$ cat src/rtl/tile_matmul_scheduler_pkg.sv
// Shared types and helpers for the tiled matmul job scheduler.
// Holds the FSM state enum, legal mode constants and tile sizing.
package tile_sched_pkg;

  localparam int MAX_N_DEF = 10;
  localparam int TILE_DEF  = 4;

  localparam logic [7:0] MODE_3  = 8'd3;
  localparam logic [7:0] MODE_10 = 8'd10;

  typedef enum logic [2:0] {
    S_IDLE,
    S_CHECK,
    S_ISSUE,
    S_WAIT,
    S_ADV,
    S_ERR,
    S_DONE
  } state_t;

  // Extent of a tile starting at base, clipped at n.
  function automatic logic [7:0] tile_dim(
    input logic [7:0] base,
    input logic [7:0] n,
    input logic [7:0] tile
  );
    logic [7:0] rem;
    rem = n - base;
    return (rem < tile) ? rem : tile;
  endfunction

endpackage

$ cat src/rtl/tile_matmul_scheduler_if.sv
// Tile-job handshake between the scheduler and the MAC engine.
// master = scheduler, slave = compute engine.
interface tile_matmul_scheduler_if #(
  parameter int IW = 4,
  parameter int DW = 3
);
  logic          job_valid;
  logic          job_ready;
  logic [IW-1:0] job_row_base;
  logic [IW-1:0] job_col_base;
  logic [IW-1:0] job_k_base;
  logic [DW-1:0] job_rows;
  logic [DW-1:0] job_cols;
  logic [DW-1:0] job_kdim;
  logic          job_first_k;
  logic          job_last_k;
  logic          tile_done;

  modport master (
    output job_valid, job_row_base, job_col_base,
    output job_k_base, job_rows, job_cols, job_kdim,
    output job_first_k, job_last_k,
    input  job_ready, tile_done
  );

  modport slave (
    input  job_valid, job_row_base, job_col_base,
    input  job_k_base, job_rows, job_cols, job_kdim,
    input  job_first_k, job_last_k,
    output job_ready, tile_done
  );
endinterface

$ cat src/rtl/tile_matmul_scheduler_index_counter.sv
// Nested ti/tj/tk tile index counter, tk innermost.
// Exposes per-level wrap flags so the FSM can detect the last job.
module tile_index_counter #(
  parameter int IW = 4
) (
  input  logic          clk,
  input  logic          reset,
  input  logic          clear,
  input  logic          step,
  input  logic [IW-1:0] nt,
  output logic [IW-1:0] ti,
  output logic [IW-1:0] tj,
  output logic [IW-1:0] tk,
  output logic          tk_last,
  output logic          tj_last,
  output logic          ti_last,
  output logic          all_last
);
  logic [IW-1:0] top;

  assign top      = nt - IW'(1);
  assign tk_last  = (tk == top);
  assign tj_last  = (tj == top);
  assign ti_last  = (ti == top);
  assign all_last = tk_last & tj_last & ti_last;

  // Advance the loop nest one step; wrap each level at nt-1.
  always_ff @(posedge clk) begin
    if (reset || clear) begin
      ti <= '0;
      tj <= '0;
      tk <= '0;
    end else if (step) begin
      if (!tk_last) begin
        tk <= tk + IW'(1);
      end else begin
        tk <= '0;
        if (!tj_last) begin
          tj <= tj + IW'(1);
        end else begin
          tj <= '0;
          ti <= ti_last ? '0 : ti + IW'(1);
        end
      end
    end
  end
endmodule

$ cat src/rtl/tile_matmul_scheduler.sv
// Tile job scheduler for the UART matmul engine.
// Optional perf counters enabled by SCHED_PERF_CNT_EN.
module tile_matmul_scheduler
  import tile_sched_pkg::*;
#(
  parameter int MAX_N = MAX_N_DEF,
  parameter int TILE  = TILE_DEF,
  parameter int IW    = $clog2(MAX_N),
  parameter int DW    = $clog2(TILE + 1)
) (
  input  logic       clk,
  input  logic       reset,
  input  logic       start,
  input  logic [7:0] mode_byte,
  tile_matmul_scheduler_if.master job,
  output logic       busy,
  output logic       done,
  output logic       err_mode
`ifdef SCHED_PERF_CNT_EN
  ,
  output logic [31:0] cycle_count,
  output logic [15:0] stall_count
`endif
);
  state_t        state;
  state_t        state_nxt;
  logic [7:0]    n_q;
  logic [IW-1:0] nt;
  logic [IW-1:0] ti;
  logic [IW-1:0] tj;
  logic [IW-1:0] tk;
  logic [IW-1:0] row_b;
  logic [IW-1:0] col_b;
  logic [IW-1:0] k_b;
  logic          tk_last;
  logic          tj_last;
  logic          ti_last;
  logic          all_last;
  logic          accept_start;
  logic          mode_ok;

  assign accept_start = (state == S_IDLE) && start;
  assign mode_ok = (n_q == MODE_3) || (n_q == MODE_10);
  assign nt = IW'((32'(n_q) + TILE - 1) / TILE);

  assign row_b = IW'(32'(ti) * TILE);
  assign col_b = IW'(32'(tj) * TILE);
  assign k_b   = IW'(32'(tk) * TILE);

  tile_index_counter #(.IW(IW)) u_idx (
    .clk      (clk),
    .reset    (reset),
    .clear    (state == S_CHECK),
    .step     (state == S_ADV),
    .nt       (nt),
    .ti       (ti),
    .tj       (tj),
    .tk       (tk),
    .tk_last  (tk_last),
    .tj_last  (tj_last),
    .ti_last  (ti_last),
    .all_last (all_last)
  );

  // Capture the matrix dimension when a run is accepted.
  always_ff @(posedge clk) begin
    if (reset) n_q <= '0;
    else if (accept_start) n_q <= mode_byte;
  end

  // State register.
  always_ff @(posedge clk) begin
    if (reset) state <= S_IDLE;
    else state <= state_nxt;
  end

  // Next-state logic.
  always_comb begin
    state_nxt = state;
    unique case (state)
      S_IDLE:  if (start) state_nxt = S_CHECK;
      S_CHECK: state_nxt = mode_ok ? S_ISSUE : S_ERR;
      S_ISSUE: if (job.job_ready) state_nxt = S_WAIT;
      S_WAIT:  if (job.tile_done) state_nxt = S_ADV;
      S_ADV:   state_nxt = all_last ? S_DONE : S_ISSUE;
      S_ERR:   state_nxt = S_IDLE;
      S_DONE:  state_nxt = S_IDLE;
      default: state_nxt = S_IDLE;
    endcase
  end

  // Outputs decoded from state; job fields only driven while offered.
  always_comb begin
    busy             = 1'b0;
    done             = 1'b0;
    err_mode         = 1'b0;
    job.job_valid    = 1'b0;
    job.job_row_base = '0;
    job.job_col_base = '0;
    job.job_k_base   = '0;
    job.job_rows     = '0;
    job.job_cols     = '0;
    job.job_kdim     = '0;
    job.job_first_k  = 1'b0;
    job.job_last_k   = 1'b0;
    unique case (state)
      S_CHECK, S_WAIT, S_ADV: busy = 1'b1;
      S_ISSUE: begin
        busy             = 1'b1;
        job.job_valid    = 1'b1;
        job.job_row_base = row_b;
        job.job_col_base = col_b;
        job.job_k_base   = k_b;
        job.job_rows     = DW'(tile_dim(8'(row_b), n_q, 8'(TILE)));
        job.job_cols     = DW'(tile_dim(8'(col_b), n_q, 8'(TILE)));
        job.job_kdim     = DW'(tile_dim(8'(k_b), n_q, 8'(TILE)));
        job.job_first_k  = (tk == '0);
        job.job_last_k   = tk_last;
      end
      S_ERR:   err_mode = 1'b1;
      S_DONE:  done = 1'b1;
      default: ;
    endcase
  end

`ifdef SCHED_PERF_CNT_EN
  // Saturating busy-cycle and issue-stall counters.
  always_ff @(posedge clk) begin
    if (reset) begin
      cycle_count <= '0;
      stall_count <= '0;
    end else if (accept_start) begin
      cycle_count <= '0;
      stall_count <= '0;
    end else begin
      if (busy && cycle_count != '1)
        cycle_count <= cycle_count + 32'd1;
      if (state == S_ISSUE && !job.job_ready && stall_count != '1)
        stall_count <= stall_count + 16'd1;
    end
  end
`endif

endmodule

$ cat src/flat_wrapper.sv
// flat-port wrapper written by rule: the top's interface ports become plain ports
module tile_matmul_scheduler_flat import tile_sched_pkg::*;
#(
  parameter int MAX_N = MAX_N_DEF,
  parameter int TILE  = TILE_DEF,
  parameter int IW    = $clog2(MAX_N),
  parameter int DW    = $clog2(TILE + 1)
)
  (clk, reset, start, mode_byte, busy, done, err_mode, job_job_valid, job_job_row_base, job_job_col_base, job_job_k_base, job_job_rows, job_job_cols, job_job_kdim, job_job_first_k, job_job_last_k, job_job_ready, job_tile_done);
  tile_matmul_scheduler_if #(.IW(IW), .DW(DW)) job_i ();
  input  logic clk;
  input  logic reset;
  input  logic start;
  input  logic [7:0] mode_byte;
  output logic busy;
  output logic done;
  output logic err_mode;
  output wire logic [$bits(job_i.job_valid)-1:0] job_job_valid;
  output wire logic [$bits(job_i.job_row_base)-1:0] job_job_row_base;
  output wire logic [$bits(job_i.job_col_base)-1:0] job_job_col_base;
  output wire logic [$bits(job_i.job_k_base)-1:0] job_job_k_base;
  output wire logic [$bits(job_i.job_rows)-1:0] job_job_rows;
  output wire logic [$bits(job_i.job_cols)-1:0] job_job_cols;
  output wire logic [$bits(job_i.job_kdim)-1:0] job_job_kdim;
  output wire logic [$bits(job_i.job_first_k)-1:0] job_job_first_k;
  output wire logic [$bits(job_i.job_last_k)-1:0] job_job_last_k;
  input wire logic [$bits(job_i.job_ready)-1:0] job_job_ready;
  input wire logic [$bits(job_i.tile_done)-1:0] job_tile_done;
  assign job_job_valid = job_i.job_valid;
  assign job_job_row_base = job_i.job_row_base;
  assign job_job_col_base = job_i.job_col_base;
  assign job_job_k_base = job_i.job_k_base;
  assign job_job_rows = job_i.job_rows;
  assign job_job_cols = job_i.job_cols;
  assign job_job_kdim = job_i.job_kdim;
  assign job_job_first_k = job_i.job_first_k;
  assign job_job_last_k = job_i.job_last_k;
  assign job_i.job_ready = job_job_ready;
  assign job_i.tile_done = job_tile_done;
  tile_matmul_scheduler #(.MAX_N(MAX_N), .TILE(TILE), .IW(IW), .DW(DW)) u_core (.clk(clk), .reset(reset), .start(start), .mode_byte(mode_byte), .job(job_i), .busy(busy), .done(done), .err_mode(err_mode));
endmodule
$ cat config.mk
export PLATFORM = sky130hd
export DESIGN_NAME = tile_matmul_scheduler_flat
export DESIGN_NICKNAME = d
export VERILOG_FILES = /design/src/rtl/tile_matmul_scheduler_pkg.sv /design/src/rtl/tile_matmul_scheduler_if.sv /design/src/rtl/tile_matmul_scheduler_index_counter.sv /design/src/rtl/tile_matmul_scheduler.sv /design/src/flat_wrapper.sv
export SDC_FILE = /design/constraint.sdc
export NUM_CORES = 1
export LEC_CHECK = 0
export BUFFER_PORTS_ARGS = -buffer_cell sky130_fd_sc_hd__buf_4
export CAP_MARGIN = 15
export CORE_UTILIZATION = 40
export CTS_CLUSTER_DIAMETER = 120
export DETAILED_ROUTE_END_ITERATION = 6
export PLACE_DENSITY_LB_ADDON = 0.1
export SYNTH_ARGS = -nofsm -noshare
export SYNTH_HDL_FRONTEND = slang
export SYNTH_HIERARCHICAL = 1
export SYNTH_SLANG_ARGS = --single-unit
$ cat constraint.sdc
create_clock -name clk -period 2.4 [get_ports clk]
set_input_delay 0.36 -clock clk [delete_from_list [all_inputs] [get_ports clk]]
set_output_delay 0.36 -clock clk [all_outputs]
set_load 0.05 [all_outputs]
; Yosys cells after proc, flatten, opt, wreduce, memory -nomap -nowiden
; Index checks and enable logic that the tools add are counted.
[word_totals]
reg_bits = 23
in_bits = 13
out_inout_bits = 27
[classes]
n_addsub = 9
order_cmp = 3
n_eq_ne = 14
mux = 24
n_bitwise = 2
reduce_logical = 9
[ops]
columns = operator, count
row1 = 2-to-1 mux 3 bit, 11
row2 = "< comparator 8 x 3 -> 1 bit, second input constant", 3
row3 = 2-to-1 mux 4 bit, 6
row4 = subtractor 8 x 4 -> 8 bit, 3
row5 = case mux 3 bit (5 select lines), 1
row6 = "adder 4 x 1 -> 4 bit, second input constant", 3
row7 = == test 4 bit, 3
row8 = "== test 3 bit, second input constant", 3
row9 = "== test 8 x 2 -> 1 bit, second input constant", 1
row10 = "== test 8 x 4 -> 1 bit, second input constant", 1
row11 = "adder 6 x 3 -> 6 bit, second input constant", 1
row12 = "== test 3 x 2 -> 1 bit, second input constant", 2
row13 = 2-to-1 mux 1 bit, 6
row14 = "!= test 2 bit, second input constant", 3
row15 = AND reduction 3 bit, 2
row16 = "subtractor 6 x 1 -> 6 bit, second input constant", 1
row17 = zero test 4 bit, 1
row18 = OR reduction 4 bit, 1
row19 = "subtractor 4 x 1 -> 4 bit, second input constant", 1
row20 = "== test 3 x 1 -> 1 bit, second input constant", 1
row21 = zero test 3 bit, 1
row22 = AND 1 bit, 2
row23 = logical OR 1 bit, 2
row24 = AND reduction 2 bit, 1
row25 = logical AND 1 bit, 1

; Longest topological paths before layout
[depth]
depth_word = 8
ltp_mapped = 12
ltp_nobuf = 11

; Hierarchy
; The synthesis kept the hierarchy.
[by_module_without_submodules]
columns = module, instances, cells_per_inst, area_per_inst_um2, seq_area_each_um2
row1 = tile_matmul_scheduler, 1, 137, 1106.1, 220.2
row2 = tile_index_counter, 1, 93, 843.3, 240.2

; Worst setup path before layout
; OpenSTA, ideal clock, no wires.
[synth_timing]
kind = reg-to-output
start = register u_core.n_q[3]
end = output job_job_rows[0]
t_arrival_ns = 2.851
required_time_ns = 2.040
setup_slack_ns = -0.811
stages_incl_launch_ff = 6
cell_sequence = dfxtp_1 > inv_1 > fa_1 > xnor2_1 > nand4_1 > nor4_1
[synth_via]
elab_chain_len = 4
[synth_lines]
columns = item, line_no
row1 = "start, declared", tile_matmul_scheduler.sv:27  ; logic [7:0] n_q;
row2 = "start signal, assigned", tile_matmul_scheduler.sv:68  ; else if (accept_start) n_q <= mode_byte;
row3 = subtractor 8 x 4 -> 8 bit, tile_matmul_scheduler_pkg.sv:28  ; rem = n - base;
row4 = < comparator 8 x 3 -> 1 bit, tile_matmul_scheduler_pkg.sv:29  ; return (rem < tile) ? rem : tile;
row5 = 2-to-1 mux 3 bit, tile_matmul_scheduler_pkg.sv:29
row6 = 2-to-1 mux 3 bit, tile_matmul_scheduler.sv:106  ; unique case (state)
row7 = "end, declared", flat_wrapper.sv:22  ; output wire logic [$bits(job_i.job_rows)-1:0] job_job_rows;
; Every way passes these cells.

; Worst setup path in the final report
[layout_timing]
start = register u_core.n_q[2]
end = output job_job_kdim[2]
[layout_via]
elab_chain_len = 4
[layout_lines]
columns = item, line_no
row1 = subtractor 8 x 4 -> 8 bit (*), tile_matmul_scheduler_pkg.sv:28
row2 = < comparator 8 x 3 -> 1 bit, tile_matmul_scheduler_pkg.sv:29
row3 = 2-to-1 mux 3 bit (*), tile_matmul_scheduler_pkg.sv:29
row4 = 2-to-1 mux 3 bit (*), tile_matmul_scheduler.sv:106
row5 = "end, declared", flat_wrapper.sv:24  ; output wire logic [$bits(job_i.job_kdim)-1:0] job_job_kdim;
; Mark *: on every way between the ends. The rest lies on a longest branch, timed or not.

==> metrics.txt <==
GR Overflow Total 0; Gate power share ~45%; Core Area around 4700 um2; largest net degree at the start of global routing 15; CTS Buffer Depth 2; Worst VDD drop around 180 uV; Horiz. Die Dim slightly above 70 um; Post-Route WL between 5 and 6 mm; first-pass GRT wire length 8.45 mm; Synth Register Bits 23; outcome finished, violations left; Warnings, synthesis 6; post-route ant nets 0; Port-buffer cells 33; initial antenna violation count 0; EDFF count, synth 0; Final Hold Slack 335 ps; CP Launch Type flop; DRC violations left 0; Net Sw Frac a little under two fifths; area grow syn2layout 50.8%; clock slew at reported path FFs 80 ps; Root Driver clkbuf_8; final setup violation count 4; max_cap viols 0; Leak between 1 and 1.5 nW; die area approximately 5200 um2; crit share post-route 101%; clock buffer count from CTS 3; post-cts hold buffer count 0; Final min period between 2000 and 2500 ps; RD Place Congestion slightly above 0.8; Mapped Cells 230; Clk pwr share roughly a fifth; # clock sinks 23; routed len/inst between 15 and 20 um; H-tree levels 1; Psw ~0.44 mW; # IOs 40; failing checks setup timing; Fin. Hold Viols 0; design internal power 0.758 mW; Non-Filler Instances ~350; Worst Path Arrival ~2100 ps; worst skew pair latency around 270 ps; die height 71.8 um; vias per cell 5.37; synthesized area around 1900 um2; nets@finish around 320; dpl cells roughly 330; clock skew approximately 1.5 ps; R2R Setup Slk 80 ps; most common cell after layout, fill and taps aside buf_4; ANT cells 0; Synth async-reset ratio 0%; Design Area, Final 2940 um2; prevailing post-synth register cell dfxtp_1; GRT Total Usage 21.0%; PnR worst setup slack -27.9 ps; layout cell share with drive strength beyond 1 a little under half; sequential power share between 30% and 40%; initial core utilization 41.5%; syn avg cell area roughly 8.5 um2; RSZ-0062 raised after global routing true; Iter 0 DRT Violations 88; dpl ws -65.4 ps; Worst Path Required 2040 ps; Worst Setup End Kind primary output; Final Core Density 62.6%; CP max FO 3; sequential area share after synthesis between 20% and 30%; Crit Path Class reg -> out; DR pass1 iterations 4; dpl hpwl a little under 4 mm; area post-placement ~2500 um2; CTS tree done; via count 1,869; Core Rows 25; Cell variety after synth between 50 and 60; Final Slew Violations 0; HP Class in -> reg; most frequent cells in the layout buf_4, nand2_1, dfxtp_1; Fmax between 400 and 500 MHz; PwrDens just over 400 nW/um2; vias in the first global route 1,794
state kept, by name, indices dropped and copies added, names as in the netlist:
signal and count:
u_core/u_idx/ti 4, u_core/state 3, u_core/n_q 8, u_core/u_idx/tj 4, u_core/u_idx/tk 4
critical path: stages (launching register included):
cell,delay (ps)
dfxtp_4,390
inv_6,50
ha_4,160
fa_2,510
nand4_1,200
o31a_1,330
buf_6,160
final timing paths:
| check | startpoint | end | cells after the start |
|---|---|---|---|
| setup / recovery | u_core/n_q[2]$_SDFFE_PP0P_ | job_job_kdim[2] | 6 |
| hold / removal | mode_byte[6] | u_core/n_q[6]$_SDFFE_PP0P_ | 3 |
| setup reg to reg | u_core/n_q[2]$_SDFFE_PP0P_ | u_core/u_idx/ti[0]$_SDFFE_PP0P_ | 9 |
| hold reg to reg | u_core/n_q[7]$_SDFFE_PP0P_ | u_core/n_q[7]$_SDFFE_PP0P_ | 2 |
per-layer routing:
layer	track usage, %	part of all wire (%)
met5	0	0
met4	5.88	1.2
met3	1.41	2.6
met2	37.2	50
met1	27.3	47
cell families (layout without fill, tap and decap cells):
logic type | after synthesis | count (layout) | share of synthesized area (%)
simple gates | 100 | 100 | 32.5
buf+inv | 28 | 87 | 8.15
other cells | 1 | 6 | 0.192
mux | 1 | 1 | 0.578
compound gates | 39 | 39 | 13.5
fa+ha+maj | 13 | 13 | 9.50
flops | 23 | 23 | 23.6
xor+xnor | 25 | 25 | 11.9
stage by stage:
stage / power, mW / TNS (ps)
floorplan: 0.740 / -759
global placement: 0.849 / 0
detailed placement: 0.852 / -199
CTS: 1.16 / -191
global route: 1.26 / -578
finish: 1.20 / -75.5
Yosys cell counts (3+ instances only):
library cell  count  area (um2)
xnor2_1          14         123
xor2_1           10        87.6
nor2_1            6        22.5
dfxtp_1          23         460
nand3_1           4        20.0
buf_6             3        33.8
nor3_1            5        25.0
nand3b_1          3        22.5
inv_1             8        30.0
nor2b_1           4        25.0
nor4_1           11        68.8
o31a_1            3        26.3
nand2_1          26        97.6
clkbuf_1          4        15.0
ha_1             10         125
a21oi_1          14        70.1
buf_4             7        52.6
o21a_1            4        30.0
nand4_1           4        25.0
and2_1            8        50.1
buf_2             4        20.0
o21ai_0           4        20.0
nor3b_1           6        45.0
fa_1              3        60.1
o31a_2            3        30.0
power by group through the flow:
stage / registers (mW) / clock network, mW / logic [mW]
after global placement: 0.421 / 0 / 0.428
after floorplan: 0.421 / 0 / 0.319
after global routing: 0.421 / 0.263 / 0.572
after detailed placement: 0.421 / 0 / 0.431
after CTS: 0.416 / 0.255 / 0.488
final: 0.418 / 0.247 / 0.533
repair_timing:
action / 4_1_cts / 5_1_grt
buffers inserted: 7 / 3
setup endpoints to repair: 19 / 16
endpoints found under the hold margin: 0 / 0
pin swaps: 20 / 23
gates resized for setup: 37 / 33
final cells by class:
cell class | instances | area [um2]
Clock buffer | 3 | 41.3
Clock inverter | 1 | 5.00
Fill cell | 403 | 1750
Tap cell | 54 | 67.6
Inverter | 9 | 41.3
Timing Repair Buffer | 74 | 608
Multi-Input combinational cell | 184 | 1710
Sequential cell | 23 | 469
Note: power is estimated with default switching activity, not from simulation.
